$ cat src/rtl/pzcorebus_pkg.sv
// Shared pzcorebus types, bus configuration and width helpers.
// Also holds the slicer-specific helpers used by the request slicer.
package pzcorebus_pkg;

   typedef enum logic [1:0] {
      PZCOREBUS_CSR      = 2'd0,
      PZCOREBUS_MEMORY_H = 2'd1,
      PZCOREBUS_MEMORY_L = 2'd2
   } pzcorebus_profile;

   typedef enum logic [3:0] {
      PZCOREBUS_NULL                  = 4'h0,
      PZCOREBUS_MESSAGE               = 4'h1,
      PZCOREBUS_MESSAGE_NON_POSTED    = 4'h3,
      PZCOREBUS_READ                  = 4'h4,
      PZCOREBUS_WRITE                 = 4'h8,
      PZCOREBUS_WRITE_NON_POSTED      = 4'h9,
      PZCOREBUS_BROADCAST             = 4'ha,
      PZCOREBUS_FULL_WRITE            = 4'hc,
      PZCOREBUS_FULL_WRITE_NON_POSTED = 4'hd,
      PZCOREBUS_ATOMIC                = 4'he,
      PZCOREBUS_ATOMIC_NON_POSTED     = 4'hf
   } pzcorebus_command_type;

   typedef struct packed {
      pzcorebus_profile profile;
      int               id_width;
      int               address_width;
      int               data_width;
      int               max_length;
      int               request_info_width;
   } pzcorebus_config;

   localparam pzcorebus_config DEFAULT_CONFIG = '{
      profile:            PZCOREBUS_MEMORY_L,
      id_width:           8,
      address_width:      32,
      data_width:         32,
      max_length:         1024,
      request_info_width: 4
   };

   typedef enum logic {
      SLICER_EMPTY = 1'b0,
      SLICER_BUSY  = 1'b1
   } slicer_state_e;

   // Packed length fields encode max_length as 0, so they need one bit less.
   function automatic int get_length_width(pzcorebus_config bus_config, bit packed_length);
      if (packed_length) begin
         return (bus_config.max_length > 1) ? $clog2(bus_config.max_length) : 1;
      end
      return $clog2(bus_config.max_length + 1);
   endfunction

   function automatic int get_unpacked_length_width(pzcorebus_config bus_config);
      return get_length_width(bus_config, 1'b0);
   endfunction

   function automatic int get_request_info_width(pzcorebus_config bus_config, bit packed_width);
      if (packed_width && (bus_config.request_info_width < 1)) begin
         return 1;
      end
      return bus_config.request_info_width;
   endfunction

   function automatic int get_slice_address_step(pzcorebus_config bus_config, int max_slice);
      return max_slice * bus_config.data_width / 8;
   endfunction

   function automatic bit is_sliceable_command(pzcorebus_command_type mcmd);
      case (mcmd)
         PZCOREBUS_READ,
         PZCOREBUS_WRITE,
         PZCOREBUS_WRITE_NON_POSTED,
         PZCOREBUS_FULL_WRITE,
         PZCOREBUS_FULL_WRITE_NON_POSTED: return 1'b1;
         default:                         return 1'b0;
      endcase
   endfunction

   function automatic bit is_data_command(pzcorebus_command_type mcmd);
      case (mcmd)
         PZCOREBUS_WRITE,
         PZCOREBUS_WRITE_NON_POSTED,
         PZCOREBUS_FULL_WRITE,
         PZCOREBUS_FULL_WRITE_NON_POSTED,
         PZCOREBUS_BROADCAST,
         PZCOREBUS_ATOMIC,
         PZCOREBUS_ATOMIC_NON_POSTED: return 1'b1;
         default:                     return 1'b0;
      endcase
   endfunction

endpackage

$ cat src/rtl/pzcorebus_slice_last_generator.sv
// Counts accepted write-data beats and regenerates mdata_last at every
// slice boundary as well as at the end of the original burst.
module pzcorebus_slice_last_generator #(
   parameter int MAX_SLICE_LENGTH = 4
)(
   input  logic i_clk,
   input  logic i_rst_n,
   input  logic i_beat_valid,
   input  logic i_beat_accept,
   input  logic i_mdata_last,
   output logic o_mdata_last
);

   localparam int            CW         = (MAX_SLICE_LENGTH > 1) ? $clog2(MAX_SLICE_LENGTH) : 1;
   localparam logic [CW-1:0] LAST_COUNT = CW'(MAX_SLICE_LENGTH - 1);

   logic [CW-1:0] r_count;
   logic          w_beat;

   assign w_beat       = i_beat_valid & i_beat_accept;
   assign o_mdata_last = i_mdata_last | (r_count == LAST_COUNT);

   // NOTE: state registers use non-blocking assignments so every flop samples pre-edge values.
   always_ff @(posedge i_clk or negedge i_rst_n) begin
      if (!i_rst_n) begin
         r_count <= '0;
      end else if (w_beat) begin
         r_count <= o_mdata_last ? '0 : r_count + 1'b1;
      end
   end

endmodule

$ cat src/rtl/pzcorebus_request_slicer.sv
// Splits long MEMORY_L read/write commands into MAX_SLICE_LENGTH-beat slices
// and regenerates per-slice mdata_last on the write-data channel.
module pzcorebus_request_slicer
   import pzcorebus_pkg::*;
#(
   parameter pzcorebus_config BUS_CONFIG       = DEFAULT_CONFIG,
   parameter int              MAX_SLICE_LENGTH = 4,
   localparam int             IDW              = BUS_CONFIG.id_width,
   localparam int             AW               = BUS_CONFIG.address_width,
   localparam int             DW               = BUS_CONFIG.data_width,
   localparam int             BEW              = DW / 8,
   localparam int             LW               = get_length_width(BUS_CONFIG, 1'b1),
   localparam int             IW               = get_request_info_width(BUS_CONFIG, 1'b1)
)(
   input  logic           i_clk,
   input  logic           i_rst_n,
   input  logic           i_mcmd_valid,
   output logic           o_mcmd_accept,
   input  logic [3:0]     i_mcmd,
   input  logic [IDW-1:0] i_mid,
   input  logic [AW-1:0]  i_maddr,
   input  logic [LW-1:0]  i_mlength,
   input  logic [IW-1:0]  i_minfo,
   input  logic           i_mdata_valid,
   output logic           o_mdata_accept,
   input  logic [DW-1:0]  i_mdata,
   input  logic [BEW-1:0] i_mdata_byteen,
   input  logic           i_mdata_last,
   output logic           o_mcmd_valid,
   input  logic           i_mcmd_accept,
   output logic [3:0]     o_mcmd,
   output logic [IDW-1:0] o_mid,
   output logic [AW-1:0]  o_maddr,
   output logic [LW-1:0]  o_mlength,
   output logic [IW-1:0]  o_minfo,
   output logic           o_mcmd_slice_last,
   output logic           o_mdata_valid,
   input  logic           i_mdata_accept,
   output logic [DW-1:0]  o_mdata,
   output logic [BEW-1:0] o_mdata_byteen,
   output logic           o_mdata_last
);

   localparam int             LUW          = get_unpacked_length_width(BUS_CONFIG);
   localparam logic [LUW-1:0] SLICE_LENGTH = LUW'(MAX_SLICE_LENGTH);
   localparam logic [LUW-1:0] MAX_LENGTH   = LUW'(BUS_CONFIG.max_length);
   localparam logic [AW-1:0]  ADDR_STEP    = AW'(get_slice_address_step(BUS_CONFIG, MAX_SLICE_LENGTH));

   if (BUS_CONFIG.profile != PZCOREBUS_MEMORY_L) begin : g_bad_profile
      $error("pzcorebus_request_slicer: bus profile must be PZCOREBUS_MEMORY_L");
   end

   if ((MAX_SLICE_LENGTH < 1) || (MAX_SLICE_LENGTH > BUS_CONFIG.max_length) ||
       ((MAX_SLICE_LENGTH & (MAX_SLICE_LENGTH - 1)) != 0)) begin : g_bad_slice_length
      $error("pzcorebus_request_slicer: MAX_SLICE_LENGTH must be a power of 2 within max_length");
   end

   slicer_state_e         r_state;
   slicer_state_e         w_next_state;
   pzcorebus_command_type r_mcmd;
   logic [IDW-1:0]        r_mid;
   logic [AW-1:0]         r_maddr;
   logic [LW-1:0]         r_mlength;
   logic [IW-1:0]         r_minfo;
   logic [LUW-1:0]        r_remaining;

   logic                  w_load;
   logic                  w_advance;
   logic                  w_sliceable;
   logic                  w_slice_last;
   logic [LUW-1:0]        w_in_length;
   logic [LUW-1:0]        w_slice_length;

   assign w_in_length    = (i_mlength == '0) ? MAX_LENGTH : LUW'(i_mlength);
   assign w_sliceable    = is_sliceable_command(r_mcmd);
   assign w_slice_last   = !w_sliceable || (r_remaining <= SLICE_LENGTH);
   assign w_slice_length = (r_remaining <= SLICE_LENGTH) ? r_remaining : SLICE_LENGTH;

   // Command outputs come only from registers; the accept is the sole combinational path.
   assign o_mcmd_valid      = (r_state == SLICER_BUSY);
   assign o_mcmd            = r_mcmd;
   assign o_mid             = r_mid;
   assign o_maddr           = r_maddr;
   assign o_minfo           = r_minfo;
   assign o_mcmd_slice_last = w_slice_last;
   assign o_mlength         = !w_sliceable                  ? r_mlength :
                              (w_slice_length == MAX_LENGTH) ? '0        :
                                                               w_slice_length[LW-1:0];

   always_ff @(posedge i_clk or negedge i_rst_n) begin
      if (!i_rst_n) begin
         r_state <= SLICER_EMPTY;
      end else begin
         r_state <= w_next_state;
      end
   end

   always_comb begin
      // NOTE: every output of this block gets a default first so no latch is inferred.
      w_next_state  = r_state;
      o_mcmd_accept = 1'b0;
      w_load        = 1'b0;
      w_advance     = 1'b0;
      case (r_state)
         SLICER_EMPTY: begin
            o_mcmd_accept = 1'b1;
            if (i_mcmd_valid) begin
               w_load       = 1'b1;
               w_next_state = SLICER_BUSY;
            end
         end
         SLICER_BUSY: begin
            if (i_mcmd_accept) begin
               if (w_slice_last) begin
                  o_mcmd_accept = 1'b1;
                  w_load        = i_mcmd_valid;
                  w_next_state  = i_mcmd_valid ? SLICER_BUSY : SLICER_EMPTY;
               end else begin
                  w_advance = 1'b1;
               end
            end
         end
         default: w_next_state = SLICER_EMPTY;
      endcase
   end

   always_ff @(posedge i_clk or negedge i_rst_n) begin
      if (!i_rst_n) begin
         r_mcmd      <= PZCOREBUS_NULL;
         r_mid       <= '0;
         r_maddr     <= '0;
         r_mlength   <= '0;
         r_minfo     <= '0;
         r_remaining <= '0;
      end else if (w_load) begin
         r_mcmd      <= pzcorebus_command_type'(i_mcmd);
         r_mid       <= i_mid;
         r_maddr     <= i_maddr;
         r_mlength   <= i_mlength;
         r_minfo     <= i_minfo;
         r_remaining <= w_in_length;
      end else if (w_advance) begin
         r_remaining <= r_remaining - SLICE_LENGTH;
         r_maddr     <= r_maddr + ADDR_STEP;
      end
   end

   // Write data is never gated by command progress; slicing preserves order.
   assign o_mdata_valid  = i_mdata_valid;
   assign o_mdata_accept = i_mdata_accept;
   assign o_mdata        = i_mdata;
   assign o_mdata_byteen = i_mdata_byteen;

   pzcorebus_slice_last_generator #(
      .MAX_SLICE_LENGTH (MAX_SLICE_LENGTH)
   ) u_slice_last (
      .i_clk         (i_clk),
      .i_rst_n       (i_rst_n),
      .i_beat_valid  (i_mdata_valid),
      .i_beat_accept (i_mdata_accept),
      .i_mdata_last  (i_mdata_last),
      .o_mdata_last  (o_mdata_last)
   );

`ifndef SYNTHESIS
   logic [LUW-1:0] r_sim_beats;
   logic [LUW-1:0] r_sim_length;
   logic           r_sim_cmd_seen;
   logic           w_sim_cmd_load;
   logic [LUW-1:0] w_sim_length;

   assign w_sim_cmd_load = i_mcmd_valid && o_mcmd_accept &&
                           is_data_command(pzcorebus_command_type'(i_mcmd));
   assign w_sim_length   = w_sim_cmd_load ? w_in_length : r_sim_length;

   always_ff @(posedge i_clk or negedge i_rst_n) begin
      if (!i_rst_n) begin
         r_sim_beats    <= '0;
         r_sim_length   <= '0;
         r_sim_cmd_seen <= 1'b0;
      end else begin
         if (w_sim_cmd_load) begin
            r_sim_length   <= w_in_length;
            r_sim_cmd_seen <= 1'b1;
         end
         if (i_mdata_valid && i_mdata_accept) begin
            r_sim_beats <= i_mdata_last ? '0 : r_sim_beats + 1'b1;
         end
      end
   end

   always_ff @(posedge i_clk) begin
      if (i_rst_n && i_mdata_valid && i_mdata_accept && i_mdata_last &&
          (r_sim_cmd_seen || w_sim_cmd_load)) begin
         assert (r_sim_beats + 1'b1 == w_sim_length)
            else $error("pzcorebus_request_slicer: mdata_last after %0d beats, command length %0d",
                        r_sim_beats + 1'b1, w_sim_length);
      end
   end
`endif

endmodule

$ cat config.mk
export PLATFORM = sky130hd
export DESIGN_NAME = pzcorebus_request_slicer
export DESIGN_NICKNAME = d
export VERILOG_FILES = /design/src/rtl/pzcorebus_pkg.sv /design/src/rtl/pzcorebus_slice_last_generator.sv /design/src/rtl/pzcorebus_request_slicer.sv
export SDC_FILE = /design/constraint.sdc
export NUM_CORES = 1
export LEC_CHECK = 0
export BUFFER_PORTS_ARGS = -buffer_cell sky130_fd_sc_hd__clkbuf_2
export CAP_MARGIN = 10
export CORE_MARGIN = 5
export CORE_UTILIZATION = 50
export DETAILED_ROUTE_END_ITERATION = 7
export PLACE_DENSITY = 0.85
export SLEW_MARGIN = 40
export SYNTH_ARGS = -nofsm -noshare
export SYNTH_HDL_FRONTEND = slang
export SYNTH_SLANG_ARGS = --single-unit
$ cat constraint.sdc
create_clock -name i_clk -period 5.65 [get_ports i_clk]
set_clock_uncertainty 0.1 [all_clocks]
set_input_delay 0.2825 -clock i_clk [delete_from_list [all_inputs] [get_ports i_clk]]
set_output_delay 0.2825 -clock i_clk [all_outputs]
set_load 0.05 [all_outputs]
==> results by stage <==
Outcome:
- The run finished with clean final reports.

Worst setup path:
- The highest-delay cell along the critical path is sky130_fd_sc_hd__or4_4.
- The slack of the worst reg-to-reg path is 2.81 ns.
- The longest individual stage delay on the worst path is 0.58 ns.
- The worst register-to-register path has a depth of 7.
- The required time of the critical path is 5.27 ns.
- The end of the worst register-to-register path is r_remaining[3].
- The beginning of the worst register-to-register path is r_remaining[7].
- The critical path in this run is classified as register to primary output.
- The worst setup path is launched from a register.
- The signal on the critical path passes through or4_4, or3_4, nor3_1, a22o_1, clkbuf_2.
- The timing startpoint of the critical path is r_remaining[7].
- The worst setup path is captured at a primary output.
- Data on the critical path arrives at its endpoint at 2.75 ns.
- The capturing element of the worst setup path is o_mlength[3].
- The critical-path maximum fanout is 4.

Clock tree:
- The post-CTS setup-driven buffer insertion count is 0.
- The clock passes through at most 2 buffers.
- The later pin in the worst-skew pair is clocked with a latency of 0.35 ns.
- The number of clock sinks is 72.
- Buffers inserted to repair hold after CTS numbered 1.
- After clock tree synthesis, the clock-pin slew on the worst setup and hold paths is 0.09 ns.
- The number of levels the H-tree was split into is 3.
- The number of buffers added by the clock tree synthesis step is 9.
- The root buffer cell chosen for the clock tree is sky130_fd_sc_hd__clkbuf_8.
- TritonCTS built the clock tree.
- The number of gates resized after CTS was 0.

Timing:
- The worst path meets setup with 2.52 ns of slack.
- Subtracting the final worst setup slack from the clock period gives 3.13 ns.
- Adding up every negative setup slack in the final design gives 0 ns.
- Setup repair after global routing left no endpoint under its margin.
- The normalized max-slew margin is 50.2%.
- Derived from the worst setup path, the maximum achievable clock frequency is 0.319 GHz.
- Setup violations remaining at the end of the flow were counted as 0.
- The count of pins over their slew limit came to 0.
- The slew at the pin closest to its max-slew limit is 0.741 ns.
- The final clock period utilization by the worst path is 55.5%.
- The hold violation total from the final report is 0.

Finish:
- For this run, the number of standard cells in the final layout without fillers is 644.
- The utilization of the core after routing is 59.6%.
- The fraction of final layout cells with drive strength greater than 1 is 30.1%.
- At the end of the flow, the number of nets in the layout was 642.
- The area of all placed cells without fillers is 4580 sq um.
- The total of fill cells in the finished design is 703.
- The area growth from synthesis to layout is 16.3%.
- The number of antenna cells inserted is 0.

Placed design:
- The congestion estimate from routability-driven global placement came to 0.847.
- The instance count after placement with tap cells included is 627.
- The wire-length estimate of the detail-placed layout is 7330 um.
- In this run the tool buffered the top-level ports with 128 buffer cells.
- At the placement stage, the worst setup path has a slack of 2.77 ns.
- The instance area after placement is 4380 sq um.

Floorplan:
- The number of top-level pins is 201.
- The full die area is 9760 sq um.
- For this configuration, the core starts out at a cell density of 51.3%.
- The die is 98.8 um tall.
- The die boundary width is 98.8 um.
- The count of standard-cell rows is 32.
- In this run the standard cell core region covers 7690 sq um.

Synthesis:
- The number of enable-type register cells in the synthesized netlist is 0.
- The post-synthesis cell type count is 53.
- For this run, the number of Yosys warnings is 0.
- In this run, synthesis produced a sequential element count of 72.
- The synthesized design spends more area on one cell type than any other, namely sky130_fd_sc_hd__dfrtp_1.
- Synthesis handed over a netlist of 450 instances.
- Synthesis produced a netlist with a net count of 555.
- The average cell area after synthesis is 8.76 sq um.
- Sequential cells were found to cover 45.7% of the synthesized design area.
- The cell area that synthesis handed to floorplanning was 3940 sq um.
- The area fraction of the dominant cell type after synthesis is 45.7%.
- Counting flops with an async set or reset pin after synthesis yields a share of 100%.
- Yosys attributes the largest share of cell area to sky130_fd_sc_hd__dfrtp_1 (46%), sky130_fd_sc_hd__nand2_1 (12%), sky130_fd_sc_hd__buf_4 (7.4%).
- In the synthesized netlist the dominant register cell turns out to be sky130_fd_sc_hd__dfrtp_1.

Route:
- The number of iterations in the first detailed-routing pass is 4.
- The first routing iteration left 139 violations.
- In the routed layout, each cell is associated on average with a via count of 5.38.
- The residual antenna-violating net count after detailed routing is 0.
- In the routed design, unresolved DRC markers number 0.
- The detail-routed net length per standard cell is 15.8 um.
- The total wire length after detailed routing is 10100 um.
- The final route contains 3463 vias.

Global routing:
- The via count of the first global-routing pass came to 3595.
- The wire length of the first global-routing pass is 17300 um.
- The initial antenna violation count is 0.
- The global route total overflow is 0.
- Entering global routing, the biggest net connects 73 pins.
- For this run, the total global-route usage over all layers was measured as 21.9%.

Min path:
- Along the worst hold path, the cell count comes to 3.
- The min-delay analysis places its worst path in the category input port to register.

Power and ir drop:
- In this run the static leakage power is 2.23 nW.
- IR analysis of the VDD net gives a maximum drop of 225 uV.
- For this design the ratio of total power to cell area is 491 nW/um^2.

Flow run:
- The tool flagged a number of max-cap violations equal to 0.
## cell usage after synthesis (6+ instances only)
master                     count
sky130_fd_sc_hd__buf_2        10
sky130_fd_sc_hd__o211ai_1     13
sky130_fd_sc_hd__nand3_1      15
sky130_fd_sc_hd__nor2_1       19
sky130_fd_sc_hd__xnor2_1      14
sky130_fd_sc_hd__clkbuf_1      6
sky130_fd_sc_hd__xor2_1        6
sky130_fd_sc_hd__inv_1        10
sky130_fd_sc_hd__buf_4        39
sky130_fd_sc_hd__a21oi_1       9
sky130_fd_sc_hd__nor4_1        8
sky130_fd_sc_hd__nor3_1        7
sky130_fd_sc_hd__dfrtp_1      72
sky130_fd_sc_hd__nand2_1     127
sky130_fd_sc_hd__o21ai_0      19
sky130_fd_sc_hd__and2_1        8
## critical path, delay by kind of cell, from the launching register on
family | cells | cell delay [ns]
buffers and inverters | 1 | 0.29
AND/OR/NAND/NOR | 3 | 1.46
AO/OA/AOI/OAI | 1 | 0.26
flip-flops | 1 | 0.40
## power by group
| group | total, W | switching (W) | internal [W] |
|---|---|---|---|
| Combinational | 0.00105 | 0.000775 | 0.000271 |
| Sequential | 0.000820 | 0.000156 | 0.000664 |
| Clock | 0.000387 | 0.000211 | 0.000177 |
## state kept, by name, indices dropped and copies added (netlist names)
name	cells
o_maddr	32
r_remaining	11
r_mlength	10
o_mid	8
o_mcmd	4
o_minfo	4
u_slice_last.r_count	2
o_mcmd_valid	1
## per-stage QoR
| stage | total power (W) | hold slack, ns |
|---|---|---|
| after floorplan | 0.00166 | -0.113 |
| after global placement | 0.00184 | 0.351 |
| after detailed placement | 0.00187 | 0.242 |
| after CTS | 0.00226 | 0.00702 |
| after global routing | 0.00239 | 0.0130 |
| final | 0.00225 | 0.0202 |
## per-layer routing
layer	global-route usage [%]	part of all wire [%]	vias to the layer above
met5	0	0	-
met4	8.61	1.3	0
met3	4.74	8.3	20
met2	35.8	49	155
met1	28.5	42	1628
li1	-	-	1660
## cells by family (layout without fill, tap and decap cells)
| logic type | Yosys count | count (layout) | synth area share, % |
|---|---|---|---|
| multiplexers | 1 | 1 | 0.286 |
| AND/OR/NAND/NOR | 219 | 219 | 26.2 |
| adder cells (fa/ha/maj) | 4 | 4 | 1.27 |
| AO/OA/AOI/OAI | 69 | 69 | 11.9 |
| flip-flops | 72 | 72 | 45.7 |
| buffers and inverters | 65 | 157 | 10.2 |
| XOR/XNOR | 20 | 20 | 4.44 |
## worst min-delay path by stage
stage,start,endpoint
global route,i_mid[7],o_mid[7]
global placement,r_mlength[8],r_mlength[8]
CTS,i_maddr[3],o_maddr[3]
finish,i_maddr[3],o_maddr[3]
floorplan,i_rst_n,o_maddr[0]
detailed placement,i_rst_n,o_maddr[23]
## placed cells by master (no fill, tap or decap), drive strengths merged, types with 6 or more instances in the layout
master / Yosys / layout
clkbuf: 6 / 137
nand2: 127 / 127
dfrtp: 72 / 72
o21ai: 24 / 24
nor2: 21 / 21
nand3: 17 / 17
xnor2: 14 / 14
o211ai: 13 / 13
inv: 10 / 12
a21oi: 10 / 10
nor4: 9 / 9
and2: 8 / 8
nor3: 8 / 8
xor2: 6 / 6
or3: 6 / 6
## area by class of cell
class	instances	area [sq um]	share of cell area (%)
Sequential cell	72	1800	39.3
Multi-Input combinational cell	313	1760	38.3
Timing Repair Buffer	131	672	14.7
Clock buffer	10	138	3.00
Tap cell	102	128	2.78
Clock inverter	6	51.3	1.12
Inverter	10	37.5	0.819
(Power assumes the default switching activity.)
